<file path="config.mk">
export PLATFORM = sky130hd
export DESIGN_NAME = prio_enc8_seq_flat
export DESIGN_NICKNAME = d
export VERILOG_FILES = /design/src/rtl/prio_enc8_seq_pkg.sv /design/src/rtl/prio_enc8_seq_if.sv /design/src/rtl/prio_enc8_seq_pick.sv /design/src/rtl/prio_enc8_seq.sv /design/src/flat_wrapper.sv
export SDC_FILE = /design/constraint.sdc
export NUM_CORES = 1
export LEC_CHECK = 0
export ABC_AREA = 1
export CAP_MARGIN = 20
export CORE_UTILIZATION = 42
export DETAILED_ROUTE_END_ITERATION = 12
export HOLD_SLACK_MARGIN = 0.15
export PLACE_DENSITY = 0.78
export SKIP_CTS_REPAIR_TIMING = 1
export SYNTH_ARGS = -nofsm -noshare
export SYNTH_HDL_FRONTEND = slang
export SYNTH_SLANG_ARGS = --single-unit
</file>
<file path="constraint.sdc">
create_clock -name clk -period 13.6 [get_ports clk]
set_input_delay 4.08 -clock clk [delete_from_list [all_inputs] [get_ports clk]]
set_output_delay 4.08 -clock clk [all_outputs]
set_load 0.02 [all_outputs]
</file>
<file path="src/rtl/prio_enc8_seq_pkg.sv">
// Shared constants, FSM state type and helpers for the sequential 8-to-3 priority encoder.
// Only eight request lines are supported; CODE_W is derived from N_IN.
package prio_enc8_pkg;

   localparam int N_IN   = 8;
   localparam int CODE_W = $clog2(N_IN);

   typedef enum logic [0:0] {
      IDLE  = 1'b0,
      OFFER = 1'b1
   } state_t;

   function automatic logic [N_IN-1:0] onehot(input logic [CODE_W-1:0] code);
      return N_IN'(1) << code;
   endfunction

endpackage

</file>
<file path="src/rtl/prio_enc8_seq_if.sv">
// Request/offer bus of the priority encoder: request pulses in, coded events out on valid/ready.
// Handshake: code_o is transferred on a rising clk edge where valid_o && ready_i; code_o is stable while valid_o && !ready_i.
interface prio_enc8_seq_if
   import prio_enc8_pkg::*;
#(
   parameter int CNT_W = 8
) ();

   logic [N_IN-1:0]   req_i;
   logic [CODE_W-1:0] code_o;
   logic              valid_o;
   logic              ready_i;
   logic [N_IN-1:0]   pend_o;
   logic              overflow_o;
   logic [CNT_W-1:0]  drop_cnt_o;

   // Encoder side.
   modport master (
      input  req_i,
      input  ready_i,
      output code_o,
      output valid_o,
      output pend_o,
      output overflow_o,
      output drop_cnt_o
   );

   // Event source plus consumer side.
   modport slave (
      output req_i,
      output ready_i,
      input  code_o,
      input  valid_o,
      input  pend_o,
      input  overflow_o,
      input  drop_cnt_o
   );

endinterface

</file>
<file path="src/rtl/prio_enc8_seq_pick.sv">
// Combinational search for the first set bit of vec, starting at index start (rr_en=1) or at 0 (rr_en=0).
// The search wraps from N_IN-1 back to 0.
module prio_pick8
   import prio_enc8_pkg::*;
(
   input  logic [N_IN-1:0]   vec,
   input  logic [CODE_W-1:0] start,
   input  logic              rr_en,
   output logic [CODE_W-1:0] code,
   output logic              found
);

   logic [CODE_W-1:0] base;
   logic [CODE_W-1:0] idx;

   assign base = rr_en ? start : '0;

   always_comb begin
      code  = '0;
      found = 1'b0;
      idx   = '0;
      for (int i = 0; i < N_IN; i++) begin
         idx = base + CODE_W'(i);
         if (!found && vec[idx]) begin
            found = 1'b1;
            code  = idx;
         end
      end
   end

endmodule

</file>
<file path="src/rtl/prio_enc8_seq.sv">
// Sequential 8-to-3 priority encoder: captures request pulses into a pending vector and
// offers one pending index at a time, with sticky overflow and a saturating drop counter.
module prio_enc8_seq
   import prio_enc8_pkg::*;
#(
   parameter int ROUND_ROBIN = 0,
   parameter int CNT_W       = 8
) (
   input  logic                  clk,
   input  logic                  rst_n,
   prio_enc8_seq_if.master       bus,
   output state_t                dbg_state
);

   localparam logic [CNT_W-1:0] CNT_MAX = {CNT_W{1'b1}};

   state_t            state;
   logic [N_IN-1:0]   pending;
   logic [CODE_W-1:0] code;
   logic              valid;
   logic [CODE_W-1:0] last_grant;
   logic              overflow;
   logic [CNT_W-1:0]  drop_cnt;

   logic              accept;
   logic [N_IN-1:0]   clr_mask;
   logic [N_IN-1:0]   rem;
   logic [N_IN-1:0]   pending_next;
   logic [N_IN-1:0]   drop_vec;
   logic [3:0]        drop_pc;
   logic [CNT_W+3:0]  cnt_sum;
   logic [CNT_W-1:0]  drop_cnt_next;

   logic [CODE_W-1:0] idle_code;
   logic              idle_found;
   logic [CODE_W-1:0] rem_code;
   logic              rem_found;

   localparam logic RR_EN = (ROUND_ROBIN != 0);

   assign accept       = valid && bus.ready_i;
   assign clr_mask     = accept ? onehot(code) : '0;
   // rem deliberately excludes same-cycle requests; those are picked up from pending later.
   assign rem          = pending & ~clr_mask;
   assign pending_next = rem | bus.req_i;
   assign drop_vec     = bus.req_i & rem;

   always_comb begin
      drop_pc = '0;
      for (int i = 0; i < N_IN; i++) begin
         drop_pc = drop_pc + 4'(drop_vec[i]);
      end
   end

   assign cnt_sum       = {4'b0, drop_cnt} + (CNT_W+4)'(drop_pc);
   assign drop_cnt_next = (cnt_sum > (CNT_W+4)'(CNT_MAX)) ? CNT_MAX : cnt_sum[CNT_W-1:0];

   prio_pick8 u_pick_idle (
      .vec   (pending),
      .start (last_grant + CODE_W'(1)),
      .rr_en (RR_EN),
      .code  (idle_code),
      .found (idle_found)
   );

   // On an accept, last_grant becomes code, so the rotating search restarts just past it.
   prio_pick8 u_pick_rem (
      .vec   (rem),
      .start (code + CODE_W'(1)),
      .rr_en (RR_EN),
      .code  (rem_code),
      .found (rem_found)
   );

   always_ff @(posedge clk or negedge rst_n) begin
      if (!rst_n) begin
         state      <= IDLE;
         pending    <= '0;
         code       <= '0;
         valid      <= 1'b0;
         last_grant <= CODE_W'(N_IN - 1);
         overflow   <= 1'b0;
         drop_cnt   <= '0;
      end else begin
         pending  <= pending_next;
         drop_cnt <= drop_cnt_next;
         if (|drop_vec) begin
            overflow <= 1'b1;
         end
         unique case (state)
            IDLE: begin
               if (idle_found) begin
                  code  <= idle_code;
                  valid <= 1'b1;
                  state <= OFFER;
               end
            end
            OFFER: begin
               if (accept) begin
                  last_grant <= code;
                  if (rem_found) begin
                     code <= rem_code;
                  end else begin
                     valid <= 1'b0;
                     state <= IDLE;
                  end
               end
            end
            default: begin
               valid <= 1'b0;
               state <= IDLE;
            end
         endcase
      end
   end

   assign bus.code_o     = code;
   assign bus.valid_o    = valid;
   assign bus.pend_o     = pending;
   assign bus.overflow_o = overflow;
   assign bus.drop_cnt_o = drop_cnt;
   assign dbg_state      = state;

endmodule

</file>
<file path="src/flat_wrapper.sv">
// flat-port wrapper written by rule: the top's interface ports become plain ports
module prio_enc8_seq_flat import prio_enc8_pkg::*;
#(
   parameter int ROUND_ROBIN = 0,
   parameter int CNT_W       = 8
)
  (clk, rst_n, dbg_state, bus_req_i, bus_ready_i, bus_code_o, bus_valid_o, bus_pend_o, bus_overflow_o, bus_drop_cnt_o);
  prio_enc8_seq_if #(.CNT_W(CNT_W)) bus_i ();
  input  logic clk;
  input  logic rst_n;
  output state_t dbg_state;
  input wire logic [$bits(bus_i.req_i)-1:0] bus_req_i;
  input wire logic [$bits(bus_i.ready_i)-1:0] bus_ready_i;
  output wire logic [$bits(bus_i.code_o)-1:0] bus_code_o;
  output wire logic [$bits(bus_i.valid_o)-1:0] bus_valid_o;
  output wire logic [$bits(bus_i.pend_o)-1:0] bus_pend_o;
  output wire logic [$bits(bus_i.overflow_o)-1:0] bus_overflow_o;
  output wire logic [$bits(bus_i.drop_cnt_o)-1:0] bus_drop_cnt_o;
  assign bus_i.req_i = bus_req_i;
  assign bus_i.ready_i = bus_ready_i;
  assign bus_code_o = bus_i.code_o;
  assign bus_valid_o = bus_i.valid_o;
  assign bus_pend_o = bus_i.pend_o;
  assign bus_overflow_o = bus_i.overflow_o;
  assign bus_drop_cnt_o = bus_i.drop_cnt_o;
  prio_enc8_seq #(.ROUND_ROBIN(ROUND_ROBIN), .CNT_W(CNT_W)) u_core (.clk(clk), .rst_n(rst_n), .bus(bus_i), .dbg_state(dbg_state));
endmodule
</file>
**Yosys cells after proc, flatten, opt, wreduce, memory -nomap -nowiden**

Index checks and enable logic that the tools add are counted.

- Equal/unequal tests: 4
- Reduce and logical (&&, ||, !) cells: 32
- Order comparisons: 1
- Add/sub/neg operators: 8
- Bitwise logic cells: 5
- Shift operators: 1
- Multiplexer cells: 44

Operators by type and width:

| cell | number |
|---|---|
| 2-to-1 mux 3 bit | 15 |
| adder 4 x 1 -> 4 bit | 6 |
| 2-to-1 mux 1 bit | 24 |
| AND 8 bit | 2 |
| 2-to-1 mux 8 bit | 2 |
| logical AND 1 bit | 15 |
| zero test 1 bit | 14 |
| > comparator 12 x 8 -> 1 bit, second input constant | 1 |
| adder 8 x 4 -> 9 bit | 1 |
| inverter 8 bit | 1 |
| OR 8 bit | 1 |
| OR reduction 8 bit | 1 |
| left shift 1 x 3 -> 8 bit, first input constant | 1 |
| != test 2 bit, second input constant | 3 |
| one-hot mux 3 bit (2 select lines) | 1 |
| AND reduction 3 bit | 2 |
| one-hot mux 1 bit (2 select lines) | 2 |
| adder 1 x 1 -> 2 bit | 1 |
| != test 2 x 1 -> 1 bit, second input constant | 1 |
| inverter 1 bit | 1 |

- Word-level logic and storage cells: 101
- Output and inout port bits: 22
- Input port bits: 11
- Register bits after elaboration: 22

**Logic depth before layout (Yosys ltp)**

- Word-level depth: 29
- Depth in mapped cells: 22
- Depth with buffers taken out: 22

**Cells and area by module**

A second synthesis with hierarchy kept.

- Cell total of the unflattened synthesis: 531
- Area, all modules: 3363.2 µm²

Modules (own cells, without submodules):

| module | instances | cells each | area an instance (µm²) |
|---|---|---|---|
| prio_pick8 | 2 | 170 | 889.6 |
| prio_enc8_seq | 1 | 191 | 1584.0 |

**Least setup slack after synthesis**

OpenSTA, ideal clock, no wires.

- Kind: input port to flip-flop
- Start: input bus_ready_i
- End: register u_core.drop_cnt[6], in the netlist u_core.bus.drop_cnt_o[6]
- Arrival time: 7.895 ns
- Library setup time: 0.119 ns
- Cell stages on the path: 20
- Slack: 5.586 ns
- Cell sequence: nand2_2 nor2_4 nand2_1 nand2_2 nor2_1 ha_1 inv_1 fa_1 inv_1 fa_1 fa_1 inv_1 fa_1 fa_1 nor2_1 o21a_1 nor2_1 nor3_1 o21ai_0 o21a_1

- Word-level cells in the longest chain between the ends: 15

RTL lines:

| item | line | RTL |
|---|---|---|
| start, declared | flat_wrapper.sv:13 | `input wire logic [$bits(bus_i.ready_i)-1:0] bus_ready_i;` |
| logical AND 1 bit * | prio_enc8_seq.sv:41 | `assign accept = valid && bus.ready_i;` |
| 2-to-1 mux 8 bit * | prio_enc8_seq.sv:42 | `assign clr_mask = accept ? onehot(code) : '0;` |
| inverter 8 bit * | prio_enc8_seq.sv:44 | `assign rem = pending & ~clr_mask;` |
| AND 8 bit * | prio_enc8_seq.sv:44 |  |
| AND 8 bit * | prio_enc8_seq.sv:46 | `assign drop_vec = bus.req_i & rem;` |
| adder 1 x 1 -> 2 bit | prio_enc8_seq.sv:51 | `drop_pc = drop_pc + 4'(drop_vec[i]);` |
| adder 4 x 1 -> 4 bit (5 in a row) | prio_enc8_seq.sv:51 |  |
| adder 4 x 1 -> 4 bit * | prio_enc8_seq.sv:51 |  |
| adder 8 x 4 -> 9 bit * | prio_enc8_seq.sv:55 | `assign cnt_sum = {4'b0, drop_cnt} + (CNT_W+4)'(drop_pc);` |
| > comparator 12 x 8 -> 1 bit | prio_enc8_seq.sv:56 | `assign drop_cnt_next = (cnt_sum > (CNT_W+4)'(CNT_MAX)) ? CNT_MAX : cnt_sum[CNT_W-1:0];` |
| 2-to-1 mux 8 bit * | prio_enc8_seq.sv:56 |  |
| net u_core.drop_cnt_next[6] | prio_enc8_seq.sv:32 | `logic [CNT_W-1:0] drop_cnt_next;` |
| end signal, assigned | prio_enc8_seq.sv:86 | `drop_cnt <= drop_cnt_next;` |
| end, declared | prio_enc8_seq.sv:23 | `logic [CNT_W-1:0] drop_cnt;` |

The timed path passes the listed nets; every way through them passes the cells marked *.
A chain may end at the register's enable or synchronous reset.

**Final worst setup path**

Same ends and word-level chain as after synthesis.

==> metrics.md <==
| Metric | Value |
|---|---|
| Result of the run | `completed` |
| Initial antenna violation count | `0` |
| Mapped Area | `1520 µm²` |
| Mapped Cells | `203` |
| WP data arrival | `slightly below 9 ns` |
| Seq/Total Area, Yosys | `36.3%` |
| P per Cell Area | `153 nW/µm²` |
| WL/cell | `11.8 µm` |
| TritonCTS Buffers | `3` |
| Root Driver | `clkbuf_4` |
| Clock Pin Slew Worst Setup and Hold Paths | `roughly 0.13 ns` |
| Diode count | `0` |
| DR vias/cell | `4.83` |
| Reg-to-reg slack, setup | `8.95 ns` |
| CP max stage delay | `0.54 ns` |
| Crit. End Element | `flip-flop` |
| DIE HEIGHT | `62.1 µm` |
| Tmin final | `8.45 ns` |
| Critical path startpoint | `bus_ready_i` |
| Layout cells sized above 1 | `8.75%` |
| Syn avg cell area | `approximately 7.5 µm²` |
| Synth async-reset ratio | `100%` |
| Maxcap violations | `0` |
| Routed Wire Length | `3.37 mm` |
| Worst slew pin tran | `0.416 ns` |
| Synthesis-to-layout area growth | `29.1%` |
| # IOs | `33` |
| Synth Register Bits | `22` |
| Synth area leaders | `dfrtp_1 36%, nand2_1 11%, inv_1 9.4%` |
| Largest vdd supply drop | `0.119 mV` |
| Critical Path RT | `13.82 ns` |
| Syn_nets | `227` |
| Detailed Place HPWL | `between 2 and 3 mm` |
| Post-synth top area cell | `dfrtp_1` |
| Layout Skew | `0.00513 ns` |
| RSZ-0062 raised after global routing | `false` |
| Synth cell types | `23` |
| 1st-pass router iterations | `4` |
| Cell area after layout | `1960 µm²` |
| Max-slew headroom | `72.2%` |
| Total core area | `between 3000 and 4000 µm²` |
| CTS tree | `yes` |
| Worst hold path class | `flip-flop to flip-flop` |
| Number of synthesized flops with an enable pin | `0` |
| GRT overflow | `0` |
| GRT Overall Usage | `19.6%` |
| PortBufs | `32` |
| Yosys top cell area share | `a little over a third` |
| Type of origin of the critical path | `input pin` |
| Critical path class | `input pin to flip-flop` |
| Final nets | `about 270` |
| Final Cycle Share | `between 60% and 70%` |
| Max-slew violation count | `0` |
| Prevailing post-synth register cell | `dfrtp_1` |
| R2R Path End | `u_core.bus.drop_cnt_o[6]$_DFF_PN0_` |
| Die Area | `between 3000 and 4000 µm²` |
| Largest family of logic cells by synthesized area | `simple AND/OR/NAND/NOR gates` |
| P_leak | `0.999 nW` |
| Ys Warns | `0` |
| Placed Area | `1890 µm²` |
| Starting Density | `between 40 and 50%` |
| Xor and xnor area share after synthesis | `0.578%` |
| R2r worst-path depth | `20` |
| DRC | `0` |
| CTS sink count | `22` |
| Final Hold Viols | `0` |
| Highest clock rate | `118 MHz` |
| Maximum fanout along the worst path | `5` |
| Endpoints failing setup | `0` |
| Setup TNS | `0 ns` |
| Initial detailed-routing violation count | `81` |
| Reg2Reg Launch Point | `u_core.bus.code_o[0]$_DFFE_PN0P_` |
| Post-synthesis mux area share | `0%` |
| Gp weighted congestion | `0.868` |
| Vias post-DR | `between 1000 and 1500` |
| Hold path start | `u_core.bus.drop_cnt_o[6]$_DFF_PN0_` |
| Compound-Gate Fraction of Synth Area | `8.01%` |
| Rows | `21` |
| Global-route wire length before repair | `5.50 mm` |
| Vias in the first global route | `about 1300` |
| Synth Area in Adders | `13.2%` |
| Clk Latency, worst-skew pair | `0.31 ns` |
| End of the critical path | `u_core.bus.drop_cnt_o[6]$_DFF_PN0_` |
| Critical-path cell list | `clkdlybuf4s50_1, nand2_2, nor2_4, nand2_1, nand2_2, nor2_1, ha_1, inv_1, fa_1, inv_1, fa_1, fa_1, inv_1, fa_1, fa_1, nor2_1, o21a_1, nor2_1, nor3_1, o21ai_0, o21a_1` |
| ANT nets after route | `0` |
| Most common cell in the netlist | `nand2_1` |
| Most used cell, CP | `fa_1` |
| Most common library cells after synthesis | `45 x nand2_1, 38 x inv_1, 26 x nor2_1` |
| Slowest CP cell | `fa_1` |
| Die W | `62.1 µm` |
| Largest net degree at the start of global routing | `23` |
| CTS Buffer Depth | `2` |
| Synth Area in Simple Gates | `32.0%` |
| H-tree depth | `1` |
## final cells by class
class	count	area, µm²
clock buffers	4	36.3
fillers	329	1430
inverters	40	150
multi-input cells	141	815
flip-flops and latches	22	551
well taps	46	57.6
repair buffers	33	348
## metal layers
layer | part of all wire [%] | vias up | GRT usage [%]
met2 | 48 | 32 | 35.3
met4 | 0.24 | 0 | 1.59
met3 | 3.3 | 2 | 3.73
met1 | 49 | 634 | 25.2
met5 | 0 | - | 0
li1 | - | 712 | -
## logic make-up after synthesis
logic type	count (synthesis)
AND/OR/NAND/NOR	106
buffers and inverters	40
flip-flops	22
AO/OA/AOI/OAI	21
adder cells (fa/ha/maj)	13
XOR/XNOR	1
## through the flow
stage	utilization [%]	setup WS [ns]	instances	total power, W	hold slack (ns)
2_1_floorplan	-	5.59	203	0.000203	0.638
3_3_place_gp	55.9	4.92	281	0.000257	0.542
3_5_place_dp	55.9	4.80	281	0.000261	0.543
4_1_cts	56.9	5.16	285	0.000301	0.575
5_1_grt	57.7	4.83	286	0.000327	0.616
6_report	57.7	5.15	286	0.000300	0.568
## power by group
part	total, W	leakage [nW]	switching, W	internal, W
Sequential	0.0000943	0.229	0.0000132	0.0000811
Combinational	0.000168	0.749	0.0000936	0.0000740
Clock	0.0000384	0.0210	0.0000220	0.0000163
Total	0.000300	0.999	0.000129	0.000172
## state kept, by name, indices dropped and copies added (netlist names)
register               flops
u_core.bus.code_o          3
u_core.bus.overflow_o      1
u_core.bus.drop_cnt_o      8
u_core.dbg_state           1
u_core.bus.valid_o         1
u_core.bus.pend_o          8
## worst min-delay path by stage
stage	endpoint	slack [ns]	depth (start not counted)
floorplan	u_core.bus.drop_cnt_o[7]$_DFF_PN0_	0.64	2
global placement	u_core.bus.pend_o[7]$_DFF_PN0_	0.54	2
detailed placement	u_core.bus.drop_cnt_o[6]$_DFF_PN0_	0.54	1
CTS	u_core.bus.drop_cnt_o[6]$_DFF_PN0_	0.57	1
global route	u_core.bus.drop_cnt_o[6]$_DFF_PN0_	0.62	1
finish	u_core.bus.drop_cnt_o[6]$_DFF_PN0_	0.57	1
## worst max-delay path, delay by kind of cell
family	cells	cell delay [ns]
compound gates	3	0.38
buf+inv	4	0.67
fa+ha+maj	6	2.65
simple gates	8	0.89
## layout by cell type, fill, tap and decap left out, types with 6 or more instances in the layout
| cell | synthesis | final |
|---|---|---|
| nand2_1 | 45 | 45 |
| inv_1 | 38 | 38 |
| clkdlybuf4s50_1 | 0 | 32 |
| nor2_1 | 26 | 26 |
| dfrtp_1 | 22 | 22 |
| nand3_1 | 14 | 14 |
| a21oi_1 | 9 | 9 |
| ha_1 | 8 | 8 |
| nand2_2 | 7 | 7 |
| o21ai_0 | 6 | 6 |
Note: power is estimated with default switching activity, not from simulation.
